$ cat src/rtl/fetch_pkg.sv
// -----------------------------------------------------------------------------
// fetch_pkg
// Shared definitions for the instruction-fetch controller.
//   state_t        : fetch FSM states (BOOT, REQ, WAIT, HOLD)
//   EXC_VECTOR     : exception redirect destination
//   DEF_RESET_PC   : default first fetch address after reset
//   DEF_PC_STEP    : default sequential PC increment
//   word_align()   : clears bits [1:0] of a redirect target
// -----------------------------------------------------------------------------
package fetch_pkg;

   typedef enum logic [1:0] {
      BOOT = 2'd0,
      REQ  = 2'd1,
      WAIT = 2'd2,
      HOLD = 2'd3
   } state_t;

   localparam logic [31:0] EXC_VECTOR   = 32'hBFC0_0380;
   localparam logic [31:0] DEF_RESET_PC = 32'h0000_0000;
   localparam logic [31:0] DEF_PC_STEP  = 32'd4;

   function automatic logic [31:0] word_align(input logic [31:0] a);
      return {a[31:2], 2'b00};
   endfunction

endpackage

$ cat src/rtl/npc_sel.sv
// -----------------------------------------------------------------------------
// npc_sel
// Combinational redirect priority and next-PC mux.
// Priority: exception, then jump, then branch, else sequential.
// Ports:
//   pc            in  : current fetch PC
//   exc           in  : exception redirect request (tied low when unused)
//   jump          in  : jump redirect request
//   jump_target   in  : jump destination
//   branch_taken  in  : branch redirect request
//   branch_target in  : branch destination
//   redir         out : any redirect requested this cycle
//   npc           out : selected next PC (aligned target, or pc+PC_STEP)
// -----------------------------------------------------------------------------
module npc_sel
   import fetch_pkg::*;
#(
   parameter logic [31:0] PC_STEP = DEF_PC_STEP
) (
   input  logic [31:0] pc,
   input  logic        exc,
   input  logic        jump,
   input  logic [31:0] jump_target,
   input  logic        branch_taken,
   input  logic [31:0] branch_target,
   output logic        redir,
   output logic [31:0] npc
);

   always_comb begin
      redir = exc | jump | branch_taken;
      // 32-bit add wraps naturally modulo 2^32
      npc   = pc + PC_STEP;
      if (exc) begin
         npc = EXC_VECTOR;
      end else if (jump) begin
         npc = word_align(jump_target);
      end else if (branch_taken) begin
         npc = word_align(branch_target);
      end
   end

endmodule

$ cat src/rtl/fetch_ctrl.sv
// -----------------------------------------------------------------------------
// fetch_ctrl
// Instruction-fetch controller: issues one-cycle memory requests, waits for
// the read data, and holds the fetched instruction until consumed. Redirects
// (exception/jump/branch) restart fetch at the new target; a request already
// in flight when a redirect arrives has its data discarded.
// Optional feature macro: FETCH_EXC_EN adds the exc_req input.
//
// Handshake: the consumer takes inst_o/pc_o in every cycle where
// inst_valid=1 and stall=0. Memory: inst_ce is a one-cycle request strobe
// with inst_addr; exactly one imem_rvalid answers it, 1 or more cycles later.
//
// Ports:
//   clk           in  : clock
//   RST           in  : asynchronous active-high reset
//   stall         in  : consumer not ready
//   branch_taken  in  : branch redirect request (one cycle)
//   branch_target in  : branch destination
//   jump          in  : jump redirect request (one cycle)
//   jump_target   in  : jump destination
//   exc_req       in  : exception redirect (only with FETCH_EXC_EN)
//   inst_ce       out : memory request strobe
//   inst_addr     out : memory request address
//   imem_rdata    in  : memory read data
//   imem_rvalid   in  : memory read data valid
//   pc_o          out : address of inst_o
//   inst_o        out : fetched instruction
//   inst_valid    out : inst_o/pc_o valid
//   fsm_state     out : current FSM state (debug)
// -----------------------------------------------------------------------------
module fetch_ctrl
   import fetch_pkg::*;
#(
   parameter logic [31:0] RESET_PC = DEF_RESET_PC,
   parameter logic [31:0] PC_STEP  = DEF_PC_STEP
) (
   input  logic        clk,
   input  logic        RST,
   input  logic        stall,
   input  logic        branch_taken,
   input  logic [31:0] branch_target,
   input  logic        jump,
   input  logic [31:0] jump_target,
`ifdef FETCH_EXC_EN
   input  logic        exc_req,
`endif
   output logic        inst_ce,
   output logic [31:0] inst_addr,
   input  logic [31:0] imem_rdata,
   input  logic        imem_rvalid,
   output logic [31:0] pc_o,
   output logic [31:0] inst_o,
   output logic        inst_valid,
   output logic [1:0]  fsm_state
);

   state_t      state;
   logic [31:0] pc;
   logic [31:0] tgt;
   logic        discard;

   logic        exc;
   logic        redir;
   logic [31:0] npc;
   logic        eff_discard;
   logic [31:0] eff_target;

`ifdef FETCH_EXC_EN
   assign exc = exc_req;
`else
   assign exc = 1'b0;
`endif

   npc_sel #(.PC_STEP(PC_STEP)) u_npc_sel (
      .pc            (pc),
      .exc           (exc),
      .jump          (jump),
      .jump_target   (jump_target),
      .branch_taken  (branch_taken),
      .branch_target (branch_target),
      .redir         (redir),
      .npc           (npc)
   );

   // A redirect arriving in the same cycle as the read data counts as
   // pending: the data is dropped and the newest target wins.
   assign eff_discard = discard | redir;
   assign eff_target  = redir ? npc : tgt;

   assign fsm_state = state;

   always_ff @(posedge clk or posedge RST) begin
      if (RST) begin
         state      <= BOOT;
         pc         <= RESET_PC;
         tgt        <= RESET_PC;
         discard    <= 1'b0;
         inst_ce    <= 1'b0;
         inst_addr  <= RESET_PC;
         inst_valid <= 1'b0;
         inst_o     <= 32'h0;
         pc_o       <= 32'h0;
      end else begin
         // request strobe is high only in the cycle spent in REQ
         inst_ce <= 1'b0;
         case (state)
            BOOT: begin
               // redirects and stray read data are ignored here
               state     <= REQ;
               inst_ce   <= 1'b1;
               inst_addr <= pc;
            end
            REQ: begin
               state <= WAIT;
               if (redir) begin
                  discard <= 1'b1;
                  tgt     <= npc;
               end
            end
            WAIT: begin
               if (imem_rvalid) begin
                  if (eff_discard) begin
                     pc        <= eff_target;
                     discard   <= 1'b0;
                     state     <= REQ;
                     inst_ce   <= 1'b1;
                     inst_addr <= eff_target;
                  end else begin
                     inst_o     <= imem_rdata;
                     pc_o       <= pc;
                     inst_valid <= 1'b1;
                     state      <= HOLD;
                  end
               end else if (redir) begin
                  discard <= 1'b1;
                  tgt     <= npc;
               end
            end
            HOLD: begin
               // a redirect overrides stall; npc is the target or pc+PC_STEP
               if (redir || !stall) begin
                  inst_valid <= 1'b0;
                  pc         <= npc;
                  state      <= REQ;
                  inst_ce    <= 1'b1;
                  inst_addr  <= npc;
               end
            end
            default: state <= BOOT;
         endcase
      end
   end

endmodule

$ cat config.mk
export PLATFORM = sky130hd
export DESIGN_NAME = fetch_ctrl
export DESIGN_NICKNAME = d
export VERILOG_FILES = /design/src/rtl/fetch_pkg.sv /design/src/rtl/npc_sel.sv /design/src/rtl/fetch_ctrl.sv
export SDC_FILE = /design/constraint.sdc
export NUM_CORES = 1
export LEC_CHECK = 0
export CAP_MARGIN = 20
export CORE_ASPECT_RATIO = 0.6
export CORE_MARGIN = 2
export CORE_UTILIZATION = 55
export CTS_CLUSTER_DIAMETER = 60
export CTS_CLUSTER_SIZE = 14
export DETAILED_ROUTE_END_ITERATION = 7
export GPL_ROUTABILITY_DRIVEN = 0
export MAX_ROUTING_LAYER = met4
export PLACE_DENSITY = 0.86
export SETUP_SLACK_MARGIN = 0.02
export SYNTH_ARGS = -nofsm -noshare
export SYNTH_HDL_FRONTEND = slang
export SYNTH_SLANG_ARGS = --single-unit
$ cat constraint.sdc
create_clock -name clk -period 13.2 [get_ports clk]
set_input_delay 3.96 -clock clk [delete_from_list [all_inputs] [get_ports clk]]
set_output_delay 3.96 -clock clk [all_outputs]
set_load 0.01 [all_outputs]
==> results.py, run 1 <==
metrics = {
    "outcome": {
        "outcome": "completed",
    },
    "routing": {
        "route.detailed.drc": 0,
        "routed_via_count": 8892,
        "detail_route.vias_per_cell": 6.62,
        "antenna_nets_post_route": 0,
        "routed_wire_length_per_instance_microns": 21.8,
        "finalWirelength_microns": 29300,
        "drt_pass1_iterations": 6,
        "drt_iter0_drc": 1070,
    },
    "finish": {
        "layoutNonFillerInstCount": 1344,
        "stdcell_area_sq_um": 11700,
        "n_antenna_cell": 0,
        "post-route-util_pct": 72.2,
        "layout.nets": 1229,
        "syn2layout_area_growth_pct": 28.9,
        "post_route_cells_drive_above_1_share_pct": 11.6,
    },
    "critical_path": {
        "timing.critical_path.to_type": "flop",
        "cp_data_required_time_ns": 13.51,
        "worst-endpoint-arrival_ns": 7.33,
        "crit_fanout": 64,
        "crit_path_category": "in2reg",
        "timing.critical_path.from_type": "input port",
    },
    "power": {
        "net-switching-power_w": 0.000982,
        "leak_nw": 5.00,
        "share_seq_of_total_power_pct": 38.3,
        "power.share.clock_pct": 20.6,
        "power.combinational.fraction_pct": 41.0,
        "ir_worst_vdd_uv": 123,
        "p_sw_share_pct": 40.8,
        "cell_internal_pwr_w": 0.00143,
        "power_per_cell_area_nw_per_um2": 206,
    },
    "clocking": {
        "worstSkewPairLatency_ns": 0.44,
        "clk_pin_slew_ns": 0.07,
        "htree_num_levels": 4,
        "post_cts_repair_setup_buffers": 0,
        "cts_inserted_buffers": 17,
        "cts-resized-gates": 0,
        "cts_buffer_depth": 2,
        "cts_num_sinks": 165,
        "cts_hold_buffers": 0,
        "cts_tree": "built",
        "clock_tree.root_cell": "sky130_fd_sc_hd__clkbuf_16",
    },
    "synth": {
        "synth.ff_latch_count": 165,
        "synth_nets": 1079,
        "post_synth_most_frequent_cells": "sky130_fd_sc_hd__dfrtp_1, sky130_fd_sc_hd__nand2_1, sky130_fd_sc_hd__o21ai_0",
        "synth_top_area_share_pct": 45.6,
        "postSynthAreaPerCell_sq_um": 9.31,
        "ys.flop_type": "sky130_fd_sc_hd__dfrtp_1",
        "seq_area_frac_synth_pct": 45.6,
        "synth-edff-count": 0,
        "synth_top_area_cell": "sky130_fd_sc_hd__dfrtp_1",
        "synthesis.yosys.warnings": 0,
        "synth_top_cells_by_area": "sky130_fd_sc_hd__dfrtp_1, sky130_fd_sc_hd__mux2_2, sky130_fd_sc_hd__nand2_1",
        "synth-async-reset-ratio_pct": 100,
        "yosys.cell_types.count": 72,
        "netlist_area_before_placement_sq_um": 9050,
        "post_synth_inst_count": 972,
        "post-synth-top-count-cell": "sky130_fd_sc_hd__dfrtp_1",
    },
    "die": {
        "core_footprint_sq_um": 16200,
        "chipWidth_microns": 170,
        "floorplan.die.height_microns": 103,
        "initial_core_utilization_pct": 56.0,
        "die_area_sq_um": 17500,
        "io-pin-count": 202,
        "rows": 36,
    },
    "timing": {
        "max-slew-margin-rel_pct": 19.4,
        "hold_ws_ns": 0.485,
        "max_freq_mhz": 142,
        "setup-violations-final": 0,
        "hold_viol_final": 0,
        "fin_worst_skew_ns": 0.0162,
        "rsz_0062_raised_after_global_routing": "no",
        "timing.final.max_slew_violations": 0,
        "timing.final.crit_period_ns": 7.02,
        "worst_pin_slew_ns": 1.20,
        "setup_total_negative_slack_ns": 0,
        "period_share_pct": 53.2,
    },
    "job": {
        "maxCapViolCount": 0,
    },
    "hold_path": {
        "holdCritPathClass": "reg2reg",
    },
    "placed_design": {
        "dpl.cell_count": 1311,
        "hpwl_microns": 19300,
        "port-buffer-count": 197,
        "post_dp_cell_area_sq_um": 11100,
    },
    "global_routing": {
        "grt_overflow": 0,
        "grt_util_overall_pct": 35.6,
        "grt_max_degree": 105,
        "grt_pass1_vias": 8678,
        "grt_antenna_before_repair": 0,
        "grt_first_pass_wirelength_microns": 46300,
    },
}
stage by stage:
stage                     setup WS (ns)  total power (W)
after global routing               6.15          0.00253
after floorplan                    4.78          0.00143
after global placement             6.16          0.00184
after detailed placement           6.10          0.00188
after CTS                          6.42          0.00238
final                              6.18          0.00241
per-layer routing:
metal / vias to the layer above / GRT usage (%) / part of all wire, %
li1: 3848 / - / -
met1: 4279 / 46.4 / 40
met2: 646 / 53.7 / 45
met3: 119 / 8.33 / 13
met4: 0 / 15.9 / 3.1
met5: - / - / 0
worst max-delay path: stages:
cell                       delay (ns)
sky130_fd_sc_hd__buf_2           0.38
sky130_fd_sc_hd__buf_4           0.65
sky130_fd_sc_hd__nor3b_2         0.27
sky130_fd_sc_hd__a221oi_2        0.99
sky130_fd_sc_hd__buf_4           0.42
sky130_fd_sc_hd__nand2_1         0.23
sky130_fd_sc_hd__o211ai_1        0.36
cells by family (layout without fill, tap and decap cells):
kind of cell | Yosys count | count (layout) | synth area share (%)
buffers and inverters | 91 | 254 | 4.08
adder cells (fa/ha/maj) | 5 | 5 | 0.691
flip-flops | 165 | 165 | 45.6
XOR/XNOR | 9 | 9 | 0.871
AND/OR/NAND/NOR | 328 | 328 | 17.7
multiplexers | 94 | 94 | 11.3
AO/OA/AOI/OAI | 280 | 280 | 19.7
final timing paths:
| check | to | from | slack (ns) | cells past startpoint |
|---|---|---|---|---|
| hold / removal | inst_addr[1] | inst_addr[1] | 0.49 | 2 |
| max in group asynchronous | inst_addr[6] | RST | 7.69 | 3 |
| min in group asynchronous | inst_o[6] | RST | 4.13 | 2 |
| setup reg to reg | pc[14] | fsm_state[0] | 9.77 | 7 |
| setup / recovery | pc[14] | jump | 6.18 | 7 |
| hold reg to reg | inst_addr[1] | inst_addr[1] | 0.49 | 2 |
cells in the final DEF, fill, tap and decap left out, types with 4 or more instances in the layout:
cell	instances
sky130_fd_sc_hd__a21boi_0	6
sky130_fd_sc_hd__a21o_1	7
sky130_fd_sc_hd__a21oi_1	67
sky130_fd_sc_hd__a221o_1	5
sky130_fd_sc_hd__a221oi_1	8
sky130_fd_sc_hd__a31oi_1	21
sky130_fd_sc_hd__a32oi_1	5
sky130_fd_sc_hd__and2_1	7
sky130_fd_sc_hd__and3_1	18
sky130_fd_sc_hd__buf_4	16
sky130_fd_sc_hd__clkbuf_16	17
sky130_fd_sc_hd__clkdlybuf4s50_1	195
sky130_fd_sc_hd__dfrtp_1	165
sky130_fd_sc_hd__ha_1	5
sky130_fd_sc_hd__inv_1	7
sky130_fd_sc_hd__inv_6	5
sky130_fd_sc_hd__inv_8	5
sky130_fd_sc_hd__mux2_2	66
sky130_fd_sc_hd__mux2i_1	28
sky130_fd_sc_hd__nand2_1	123
sky130_fd_sc_hd__nand2b_1	15
sky130_fd_sc_hd__nand3_1	19
sky130_fd_sc_hd__nand4_1	12
sky130_fd_sc_hd__nor2_1	68
sky130_fd_sc_hd__nor2b_1	6
sky130_fd_sc_hd__nor3_1	13
sky130_fd_sc_hd__nor3b_1	5
sky130_fd_sc_hd__nor4_1	8
sky130_fd_sc_hd__o211ai_1	7
sky130_fd_sc_hd__o21a_1	9
sky130_fd_sc_hd__o21ai_0	88
sky130_fd_sc_hd__o22a_1	5
sky130_fd_sc_hd__o22ai_1	5
sky130_fd_sc_hd__o31a_1	4
sky130_fd_sc_hd__o31ai_1	7
sky130_fd_sc_hd__or3_1	9
sky130_fd_sc_hd__or4_1	4
sky130_fd_sc_hd__xnor2_1	4
sky130_fd_sc_hd__xor2_1	5
power groups by stage:
stage	combinational, W	sequential, W	clock [W]
CTS	0.000974	0.000910	0.000498
global placement	0.000929	0.000908	0
detailed placement	0.000961	0.000917	0
floorplan	0.000566	0.000863	0
finish	0.000988	0.000923	0.000497
global route	0.00107	0.000943	0.000521
sequential cells by signal, indices dropped and copies added, names as in the netlist:
register    count
inst_addr      32
inst_o         32
pc             32
pc_o           32
tgt            32
fsm_state       2
discard         1
inst_ce         1
inst_valid      1
cell type report:
type,count,area (sq um)
clock buffers,17,425
multi-input cells,716,4570
repair buffers,214,2090
well taps,209,262
flip-flops and latches,165,4130
clock inverters,15,156
fillers,1172,4500
inverters,8,35.0
(Power assumes the default switching activity.)
==> run 2, diff against run 1 <==
CORE_UTILIZATION = 51   (was 55)
PLACE_DENSITY = 0.81   (was 0.86)
clock period = 7.1 ns   (was 13.2 ns; I/O delays follow)
==> results.py, run 2 (synthesis gave the netlist of run 1 again) <==
metrics = {
    "routing": {
        "drt_iter0_drc": 1175,
        "route.detailed.drc": 0,
        "detail_route.vias_per_cell": 6.29,
        "routed_wire_length_per_instance_microns": 21.1,
        "routed_via_count": 8611,
        "drt_pass1_iterations": 8,
        "antenna_nets_post_route": 0,
        "finalWirelength_microns": 28900,
    },
    "clocking": {
        "clock_tree.root_cell": "sky130_fd_sc_hd__clkbuf_16",
        "cts_tree": "built",
        "cts_hold_buffers": 0,
        "htree_num_levels": 4,
        "cts_buffer_depth": 2,
        "post_cts_repair_setup_buffers": 0,
        "cts-resized-gates": 0,
        "worstSkewPairLatency_ns": 0.44,
        "clk_pin_slew_ns": 0.07,
        "cts_inserted_buffers": 17,
        "cts_num_sinks": 165,
    },
    "die": {
        "io-pin-count": 202,
        "chipWidth_microns": 176,
        "initial_core_utilization_pct": 52.4,
        "die_area_sq_um": 18900,
        "floorplan.die.height_microns": 107,
        "core_footprint_sq_um": 17300,
        "rows": 37,
    },
    "critical_path": {
        "timing.reg2reg.setup_slack_ns": 3.65,
        "crit_fanout": 42,
        "buffering_stage_count_on_the_worst_path_with_inverters_included": 3,
        "rr_endpoint": "pc_o[3]",
        "crit_path_category": "in2reg",
        "timing.critical_path.from_type": "input port",
        "reg2regPathDepth": 7,
        "timing.critical_path.to_type": "flop",
        "timing.critical_path.slowest_stage_cell": "sky130_fd_sc_hd__nor4b_1",
        "path_cells": "buf_2, buf_4, nor4b_1, nand2_2, buf_4, mux2_2",
        "worst-endpoint-arrival_ns": 5.02,
        "path_common_cell": "sky130_fd_sc_hd__buf_4",
        "cell_family_with_the_largest_share_of_critical_path_delay": "simple AND/OR/NAND/NOR gates",
        "critical_path.max_stage_delay_ns": 0.83,
        "cp_data_required_time_ns": 7.42,
        "r2r_start": "fsm_state[0]",
    },
    "hold_path": {
        "worstHoldPathCells": 2,
        "hold_path.startpoint": "tgt[23]",
        "whs_endpoint": "tgt[23]",
        "holdCritPathClass": "reg2reg",
    },
    "job": {
        "maxCapViolCount": 0,
    },
    "global_routing": {
        "grt_max_degree": 85,
        "grt_first_pass_wirelength_microns": 45900,
        "grt_overflow": 0,
        "grt_pass1_vias": 8378,
        "grt_antenna_before_repair": 0,
        "grt_util_overall_pct": 32.4,
    },
    "timing": {
        "setup-violations-final": 0,
        "fin_worst_skew_ns": 0.00853,
        "period_share_pct": 66.1,
        "postLayoutSetupSlackWorst_ns": 2.41,
        "worst_pin_slew_ns": 1.13,
        "max-slew-margin-rel_pct": 24.6,
        "setup_total_negative_slack_ns": 0,
        "hold_viol_final": 0,
        "max_freq_mhz": 213,
        "timing.final.crit_period_ns": 4.69,
        "rsz_0062_raised_after_global_routing": "no",
        "timing.final.max_slew_violations": 0,
    },
    "finish": {
        "most-common-layout-cells": "sky130_fd_sc_hd__clkdlybuf4s50_1, sky130_fd_sc_hd__dfrtp_1, sky130_fd_sc_hd__nand2_1",
        "layout.nets": 1229,
        "syn2layout_area_growth_pct": 29.3,
        "final_common_cell": "sky130_fd_sc_hd__clkdlybuf4s50_1",
        "post_route_cells_drive_above_1_share_pct": 11.7,
        "n_antenna_cell": 0,
        "stdcell_area_sq_um": 11700,
    },
    "placed_design": {
        "port-buffer-count": 197,
        "pre_cts_ws_ns": 1.98,
        "post_dp_cell_area_sq_um": 11100,
        "hpwl_microns": 19400,
    },
    "power": {
        "leak_nw": 5.01,
        "ir_worst_vdd_uv": 197,
        "power_per_cell_area_nw_per_um2": 381,
    },
    "outcome": {
        "outcome": "completed",
    },
}
-- run 2: cell types whose count changed in the layout (fill, tap and decap cells not counted) --
cell,previous run,this run
sky130_fd_sc_hd__a221o_2,0,1
sky130_fd_sc_hd__clkbuf_8,0,3
sky130_fd_sc_hd__clkinv_8,2,0
sky130_fd_sc_hd__bufinv_16,0,1
sky130_fd_sc_hd__clkinv_4,2,3
sky130_fd_sc_hd__clkinv_2,0,2
sky130_fd_sc_hd__inv_8,5,0
sky130_fd_sc_hd__a221o_1,5,4
-- run 2: worst reg2reg max path, delay by kind of cell, from the launching register on --
family | cells | cell delay (ns)
buffers and inverters | 3 | 1.00
muxes | 1 | 0.40
and+or+nand+nor | 2 | 1.35
DFF | 1 | 0.46
adders and majority gates | 1 | 0.14
-- run 2: layout make-up --
| cell class | instances | area, sq um |
|---|---|---|
| clock buffer | 20 | 467 |
| sequential | 165 | 4130 |
| timing repair buffer | 214 | 2090 |
| inverter | 8 | 35.0 |
| multi-input combinational | 716 | 4570 |
| tap | 234 | 293 |
| fill | 1345 | 5570 |
| clock inverter | 12 | 116 |
-- run 2: how the worst max path moves through the flow --
stage                     slack (ns)  endpoint  cells past startpoint          from
after floorplan                 0.51   discard                      1           RST
after global placement          2.05   pc_o[4]                      6  branch_taken
after detailed placement        1.98   pc_o[0]                      6  branch_taken
after CTS                       2.43  pc_o[20]                      6  branch_taken
after global routing            2.23  pc_o[24]                      6  branch_taken
final                           2.41   pc_o[3]                      6  branch_taken
-- run 2: metal layers --
metal	track usage [%]	wire length (microns)
met5	-	0
met4	10.2	482
met3	10.1	3800
met2	44.3	12000
met1	45.8	12600
-- run 2: through the flow --
stage | total power [W] | hold slack, ns | utilization [%] | std cells
2_1_floorplan | 0.00266 | 0.445 | - | 972
3_3_place_gp | 0.00341 | 0.459 | 64.3 | 1336
3_5_place_dp | 0.00348 | 0.463 | 64.4 | 1337
4_1_cts | 0.00442 | 0.479 | 67.8 | 1369
5_1_grt | 0.00470 | 0.501 | 67.8 | 1369
6_report | 0.00446 | 0.477 | 67.8 | 1369
-- run 2: where the power goes --
group | switching (W) | total [W] | internal, W | leakage (nW)
clock network | 0.000415 | 0.000931 | 0.000516 | 0.284
logic | 0.000932 | 0.00180 | 0.000870 | 2.63
registers | 0.000418 | 0.00172 | 0.00130 | 2.10
